===== config.mk =====
export PLATFORM = sky130hd
export DESIGN_NAME = irq_gate
export DESIGN_NICKNAME = d
export VERILOG_FILES = /design/src/rtl/irq_gate_pkg.sv /design/src/rtl/irq_pend_reg.sv /design/src/rtl/irq_gate.sv
export SDC_FILE = /design/constraint.sdc
export NUM_CORES = 1
export LEC_CHECK = 0
export CAP_MARGIN = 20
export CORE_UTILIZATION = 35
export DETAILED_ROUTE_END_ITERATION = 10
export GPL_TIMING_DRIVEN = 0
export PLACE_DENSITY = 0.62
export SYNTH_ARGS = -nofsm -noshare
export SYNTH_HDL_FRONTEND = slang
export SYNTH_SLANG_ARGS = --single-unit

===== constraint.sdc =====
create_clock -name clk -period 4.8 [get_ports clk]
set_input_delay 0.72 -clock clk [delete_from_list [all_inputs] [get_ports clk]]
set_output_delay 0.72 -clock clk [all_outputs]
set_load 0.01 [all_outputs]

===== src/rtl/irq_gate_pkg.sv =====
// Shared types and region helper for the secure-region IRQ gate.
// The region test is shared with the monitor so both agree on bounds.
package irq_gate_pkg;

  typedef enum logic [1:0] {
    ST_OPEN   = 2'd0,
    ST_CLOSED = 2'd1,
    ST_GUARD  = 2'd2
  } gate_state_t;

  localparam int unsigned GUARD_W = 4;
  localparam int unsigned TMR_W   = 16;
  localparam int unsigned DCNT_W  = 8;

  // Last word address is inclusive: base + size - 2.
  function automatic logic smem_contains(
    input logic [15:0] pc,
    input logic [15:0] base,
    input logic [15:0] size
  );
    logic [15:0] last;
    last = base + size - 16'd2;
    return (pc >= base) && (pc <= last);
  endfunction

endpackage


===== src/rtl/irq_pend_reg.sv =====
// Per-line pending latch with CPU ack and rising-edge summary.
// Set wins over ack when the source is still asserting.
module irq_pend_reg
  import irq_gate_pkg::*;
#(
  parameter int unsigned NIRQ = 14
) (
  input  logic            clk,
  input  logic            reset,
  input  logic [NIRQ-1:0] irq_in,
  input  logic [NIRQ-1:0] irq_ack_cpu,
  output logic [NIRQ-1:0] pend,
  output logic            rise
);

  logic [NIRQ-1:0] pend_nx;

  assign pend_nx = (pend & ~irq_ack_cpu) | irq_in;
  assign rise    = |(pend_nx & ~pend);

  always_ff @(posedge clk) begin
    if (reset) pend <= '0;
    else       pend <= pend_nx;
  end

endmodule


===== src/rtl/irq_gate.sv =====
// Withholds peripheral IRQs while the PC is in secure memory and
// releases them after a guard interval outside it.
module irq_gate
  import irq_gate_pkg::*;
#(
  parameter logic [15:0] SMEM_BASE  = 16'hE000,
  parameter logic [15:0] SMEM_SIZE  = 16'h1000,
  parameter int unsigned NIRQ       = 14,
  parameter int unsigned EXIT_GUARD = 2,
  parameter logic [15:0] DEFER_MAX  = 16'd4096
) (
  input  logic            clk,
  input  logic            reset,
  input  logic [15:0]     pc,
  input  logic [NIRQ-1:0] irq_in,
  input  logic [NIRQ-1:0] irq_ack_cpu,
  output logic [NIRQ-1:0] irq_out,
  output logic [NIRQ-1:0] irq_ack_src,
  output logic            irq,
  output logic [7:0]      deferred_cnt,
  output logic            defer_ovf
);

  localparam logic [GUARD_W-1:0] GUARD_END = GUARD_W'(EXIT_GUARD);

  gate_state_t        state;
  logic [GUARD_W-1:0] guard_cnt;
  logic [GUARD_W-1:0] guard_nx;
  logic [TMR_W-1:0]   timer;
  logic [TMR_W-1:0]   timer_nx;
  logic [NIRQ-1:0]    pend;
  logic               rise;
  logic               in_smem;
  logic               masking;
  logic               open_out;

  irq_pend_reg #(.NIRQ(NIRQ)) u_pend (
    .clk         (clk),
    .reset       (reset),
    .irq_in      (irq_in),
    .irq_ack_cpu (irq_ack_cpu),
    .pend        (pend),
    .rise        (rise)
  );

  assign in_smem  = smem_contains(pc, SMEM_BASE, SMEM_SIZE);
  assign open_out = (state == ST_OPEN) && !in_smem;
  assign masking  = !open_out;
  assign guard_nx = guard_cnt + 1'b1;

  assign irq_out     = pend & {NIRQ{open_out}};
  assign irq         = |irq_out;
  assign irq_ack_src = irq_ack_cpu & pend;

  always_ff @(posedge clk) begin
    if (reset) begin
      state     <= ST_OPEN;
      guard_cnt <= '0;
    end else begin
      unique case (state)
        ST_OPEN: begin
          if (in_smem) state <= ST_CLOSED;
        end
        ST_CLOSED: begin
          if (!in_smem) begin
            state     <= ST_GUARD;
            guard_cnt <= GUARD_W'(1);
          end
        end
        ST_GUARD: begin
          if (in_smem) begin
            state     <= ST_CLOSED;
            guard_cnt <= '0;
          end else if (guard_nx >= GUARD_END) begin
            state     <= ST_OPEN;
            guard_cnt <= '0;
          end else begin
            guard_cnt <= guard_nx;
          end
        end
        default: begin
          state     <= ST_OPEN;
          guard_cnt <= '0;
        end
      endcase
    end
  end

  // Timer only runs while something is actually being held back.
  always_comb begin
    timer_nx = '0;
    if (masking && (pend != '0))
      timer_nx = (timer == '1) ? timer : timer + 1'b1;
  end

  always_ff @(posedge clk) begin
    if (reset) begin
      timer        <= '0;
      defer_ovf    <= 1'b0;
      deferred_cnt <= '0;
    end else begin
      timer <= timer_nx;
      if (timer_nx >= DEFER_MAX) defer_ovf <= 1'b1;
      if (masking && rise && (deferred_cnt != 8'hFF))
        deferred_cnt <= deferred_cnt + 8'd1;
    end
  end

endmodule


==> impl_results.md, run 1 <==
* Die X at 83.9 um
* Via count at 2,283
* Drt total wl at between 6 and 7 mm
* Min Tclk post-route at 3910 ps
* M1 WL at 2.96 mm
* Die area at 0.00703 mm^2
* Fillers at 622
* RSZ-0062 raised after global routing: no
* Uppermost layer routed: met4
* First-pass GRT wire length at 10.1 mm
* Synth top area share at 38.4%
* Sequential Area at approximately 900 um^2
* R2R setup slack at roughly 2800 ps
* WP data required at 4080 ps
* Syn-to-layout area delta at 43.4%
* Worst-Margin Slew at 615 ps
* Asr flop ratio synth at 0%
* H-tree levels at 2
* Antenna violations before repair at 0
* Most common cell in the netlist: dfxtp_1
* Pleak at between 1 and 1.5 nW
* Clock Latency Late Sink at 300 ps
* Primary FF master, synth: dfxtp_1
* Clock Skew at approximately 10 ps
* Post-CTS setup buffer count at 0
* ANT cells at 0
* Startpoint Class: input pin
* Wire length on met3 at 342 um
* Syn avg cell area at approximately 8.2 um^2
* Initial Util at 36.5%
* Mapped Cells at 287
* Fin. max-slew vios at 0
* DP HPWL at 4.70 mm
* Remaining global-route overflow at 0
* Fin crit share at 81.5%
* Max frequency at 256 MHz
* DRC errors left at 18
* Failing checks: DRC
* Slew Limit Headroom at 58.0%
* Fin area at between 0.003 and 0.004 mm^2
* Post_cts resized at 0
* CTS buffer count at 5
* Cell Pwr Density at 226 mW/mm^2
* CTS sink count at 45
* Crit path from: pc[2]
* Root Buffer Master: clkbuf_8
* Largest net degree at the start of global routing at 16
* YS warnings at 0
* Placed Area at roughly 0.0033 mm^2
* Min-Delay Path Class: reg2reg
* Layout cells sized above 1 at ~3.4%
* Vias per cell at 5.02
* Clk slew on worst S/H paths at 90 ps
* Nets at about 430
* Post-layout util at 52.4%
* Worst vdd ir at roughly 170 uV
* Worst R2R Path Depth at 7
* Row count at 29
* CORE AREA at roughly 0.0064 mm^2
* Input/output buffers at 83
* WP data arrival at 3190 ps
* Die Height at 83.9 um
* Post-synth EDFFs at 0
* First-pass iteration count of the detailed router at 7
* Post-synth top cells: dfxtp_1 (45), nor2_1 (32), a21oi_1 (28), inv_1 (24), and3_1 (19)
* Synthesized cell area at ~0.0023 mm^2
* Routed wl met2 at 2.62 mm
* Crit end category: primary output
* Outcome: finished, violations left
* Max Cap Violations at 0
* Max Fanout on Critical Path at 10
* Yosys reg bits at 45
* Post-synthesis sequential area ratio at 38.4%
* Number of global-route vias before repair at 2,070
* Synth cell types at 39
* TritonCTS clock tree: done
* Final Hold Vio Count at 0
* WL/cell at 13.3 um
* Gr usage total at 17.7%
* RR Endpoint: deferred_cnt[1]
* R2R Path Start: u_pend.pend[9]
* Antenna-violating nets left at 0
* Crit path capture: irq_out[6]
* Largest cells by area after synthesis: dfxtp_1 (38%), a21oi_1 (6.0%), nor2_1 (5.1%)
* Multi-input logic area at approximately 0.0013 mm^2
* CTS max path bufs at 2
* Syn_nets at approximately 340
* Post-cts hold buffer count at 0
* WS Path Type: in2out
* Cell taking the most area after synthesis: dfxtp_1
* IO Count at 84
* Initial drt markers at 95
* Placer Congestion at 0.782
* Setup TNS at 0 ps
* Final setup violation count at 0
[area by class of cell]
| cell class | instances | area share, % |
|---|---|---|
| Clock buffer | 5 | 2.05 |
| Clock inverter | 3 | 0.632 |
| Multi-Input combinational cell | 206 | 38.5 |
| Tap cell | 77 | 2.86 |
| Timing Repair Buffer | 83 | 24.7 |
| Buffer | 12 | 1.82 |
| Sequential cell | 45 | 26.8 |
| Inverter | 24 | 2.68 |
[kinds of logic (layout without fill, tap and decap cells)]
group	Yosys count	after routing	synth area share [%]
buffers and inverters	36	127	6.45
AND/OR/NAND/NOR	131	131	31.4
AO/OA/AOI/OAI	49	49	12.4
adder cells (fa/ha/maj)	9	9	4.80
flip-flops	45	45	38.4
XOR/XNOR	13	13	4.85
multiplexers	4	4	1.71
[sequential cells by signal, summed over array words and instances (netlist names)]
| register | flops |
|---|---|
| timer | 16 |
| u_pend.pend | 14 |
| deferred_cnt | 8 |
| guard_cnt | 4 |
| state | 2 |
| defer_ovf | 1 |
[worst max-delay path: stages]
cell and delay [ps]:
clkdlybuf4s50_1 470, nand4_1 110, o31ai_1 410, clkbuf_1 380, clkbuf_1 340, and3_1 210, clkdlybuf4s50_1 560
[how the worst min path moves through the flow]
stage	slack [ps]	from	cells past startpoint	end
after floorplan	460	guard_cnt[1]	2	guard_cnt[1]
after global placement	480	guard_cnt[1]	2	guard_cnt[1]
after detailed placement	480	defer_ovf	2	defer_ovf
after CTS	500	guard_cnt[1]	2	guard_cnt[1]
after global routing	530	guard_cnt[1]	2	guard_cnt[1]
final	500	guard_cnt[1]	2	guard_cnt[1]
[cell usage in the layout, fill, tap and decap left out, types with 4 or more instances in the layout]
| master | n |
|---|---|
| a21oi_1 | 28 |
| a31oi_1 | 4 |
| and2_1 | 14 |
| and3_1 | 19 |
| clkbuf_1 | 8 |
| clkbuf_8 | 5 |
| clkdlybuf4s50_1 | 83 |
| dfxtp_1 | 45 |
| ha_1 | 9 |
| inv_1 | 24 |
| mux2i_1 | 4 |
| nand2_1 | 9 |
| nand2b_1 | 10 |
| nand3_1 | 8 |
| nand4_1 | 10 |
| nor2_1 | 32 |
| nor3_1 | 6 |
| nor4_1 | 5 |
| xor2_1 | 10 |
[stage by stage]
stage	hold WS (ps)	total power, W	setup slack, ps	cells
floorplan	459	0.000450	2260	287
global placement	475	0.000532	912	447
detailed placement	481	0.000532	902	447
CTS	502	0.000773	888	455
global route	530	0.000804	691	455
finish	498	0.000762	889	455
[routing by layer]
| layer | GRT usage [%] | vias up |
|---|---|---|
| li1 | - | 1188 |
| met1 | 24.2 | 1020 |
| met2 | 26.8 | 63 |
| met3 | 4.15 | 12 |
| met4 | 7.21 | 0 |
| met5 | 0 | - |
[where the power goes]
part	switching [W]	internal (W)	total, W
sequential	0.0000108	0.000382	0.000393
combinational	0.0000499	0.0000801	0.000130
clock	0.000135	0.000103	0.000239
total	0.000196	0.000566	0.000762
(Power assumes the default switching activity.)
==> run 2, diff against run 1 <==
- PLACE_DENSITY: 0.62 -> 0.65
- clock period: 4.8 -> 3.2 ns (I/O delays scaled with it)
==> impl_results.md, run 2 (synthesized netlist as in run 1, its figures left out) <==
* R2R setup slack at 1120 ps
* Antenna violations before repair at 0
* Gr usage total at 17.9%
* Final worst slack at 119 ps
* Regs by FF count: timer: 16 flops, u_pend.pend: 14 flops, deferred_cnt: 8 flops
* Die X at roughly 84 um
* Min-Delay Path Class: reg2reg
* ANT cells at 0
* First-pass GRT wire length at 10.2 mm
* DP HPWL at 4.68 mm
* Commonest non-fill, non-tap cell in the layout: clkdlybuf4s50_1
* Crit end category: primary output
* Clock Latency Late Sink at 300 ps
* Via count at 2,286
* Final Hold Vio Count at 0
* WP data arrival at 2600 ps
* H-tree levels at 2
* Total internal power at 0.000890 W
* Hold Crit Start: defer_ovf
* Die Height at 83.9 um
* Sequential power share at 50.5%
* Crit path from: pc[2]
* Clk slew on worst S/H paths at 80 ps
* Layout cells sized above 1 at 4.23%
* Startpoint Class: input pin
* WL/cell at 13.7 um
* Vias per cell at 5.02
* TritonCTS clock tree: done
* Root Buffer Master: clkbuf_8
* Switching pwr at 0.000279 W
* R2R Path Start: u_pend.pend[8]
* Max reg flops at 16
* CORE AREA at 0.00642 mm^2
* Worst vdd ir at 218 uV
* Combinational Power Share at ~17%
* Max Cap Violations at 0
* Remaining global-route overflow at 0
* Max Fanout on Critical Path at 10
* RSZ-0062 raised after global routing: no
* Outcome: finished, violations left
* Syn-to-layout area delta at 44.6%
* Worst slack, placed at -308 ps
* Clock power share at about a third
* CTS buffer count at 5
* CTS max path bufs at 2
* Initial drt markers at between 100 and 150
* Number of global-route vias before repair at 2,134
* Clock Skew at 7.25 ps
* First-pass iteration count of the detailed router at 8
* WP data required at 2720 ps
* Placer Congestion at 0.794
* WS Path Type: in2out
* Switching share of power at 23.9%
* Most flops, register: timer
* DRC errors left at 26
* Row count at 29
* Post-cts hold buffer count at 0
* Input/output buffers at 83
* Antenna-violating nets left at 0
* Drt total wl at 6.23 mm
* IO Count at 84
* Fin crit share at between 90 and 100%
* Slew Limit Headroom at a little under three fifths
* Final setup violation count at 0
* Worst-Margin Slew at 639 ps
* CTS sink count at 45
* Nets at 432
* Cell Pwr Density at 344 mW/mm^2
* Overall power at around 0.0012 W
* Die area at ~0.0070 mm^2
* Min Tclk post-route at between 3000 and 4000 ps
* Initial Util at between 30% and 40%
* Pleak at 1.38 nW
* Max frequency at 325 MHz
* Failing checks: DRC
* Largest net degree at the start of global routing at 14
* Fin. max-slew vios at 0
* Most frequent cells in the layout: clkdlybuf4s50_1 (83), dfxtp_1 (45), nor2_1 (32)
## run 2: cell types whose count changed in the layout (fill, tap and decap cells not counted), sizes merged
cell,before,now
inv,25,24
buf,4,5
clkinvlp,1,0
clkbuf,13,14
## run 2: critical path: stages
cell	delay [ps]
clkdlybuf4s50_1	460
nand4_1	150
o31ai_4	320
buf_4	210
clkbuf_2	220
and3_1	200
clkdlybuf4s50_1	550
## run 2: final timing paths
kind | cells after the start | endpoint
setup / recovery | 7 | irq
hold / removal | 2 | defer_ovf
setup reg to reg | 7 | deferred_cnt[1]
hold reg to reg | 2 | defer_ovf
## run 2: final cells by class
| cell class | instances | area (um^2) |
|---|---|---|
| fill | 604 | 3030 |
| multi-input combinational | 206 | 1310 |
| sequential | 45 | 901 |
| timing repair buffer | 83 | 831 |
| clock buffer | 7 | 96.3 |
| tap | 77 | 96.3 |
| inverter | 24 | 90.1 |
| buffer | 12 | 66.3 |
| clock inverter | 1 | 5.00 |
## run 2: metal layers
| layer | vias up | GRT usage, % | share of wire (%) |
|---|---|---|---|
| met2 | 71 | 29.1 | 44 |
| li1 | 1187 | - | - |
| met5 | - | 0 | 0 |
| met1 | 1020 | 23.5 | 48 |
| met3 | 8 | 4.25 | 6.7 |
| met4 | 0 | 5.33 | 1.3 |
## run 2: through the flow
stage	instance area (um^2)	utilization, %	TNS, ps	hold slack, ps	instances
6_report	3390	52.8	0	485	455
5_1_grt	3390	52.8	0	505	455
4_1_cts	3380	52.7	0	492	455
3_5_place_dp	3270	51.0	-2330	472	447
3_3_place_gp	3270	51.0	-2450	466	447
2_1_floorplan	2350	-	0	459	287
## run 2: what timing repair did
action | 4_1_cts | 5_1_grt
gates resized for setup | 3 | 4
endpoints found under the hold margin | 0 | 0
buffers inserted | 0 | 0
setup endpoints to repair | 9 | 9
## run 2: power by group through the flow
stage / registers, W / logic, W / clock network (W)
after global routing: 0.000593 / 0.000216 / 0.000419
after floorplan: 0.000598 / 0.0000769 / 0
final: 0.000590 / 0.000198 / 0.000381
after detailed placement: 0.000602 / 0.000197 / 0
after CTS: 0.000589 / 0.000198 / 0.000397
after global placement: 0.000602 / 0.000196 / 0
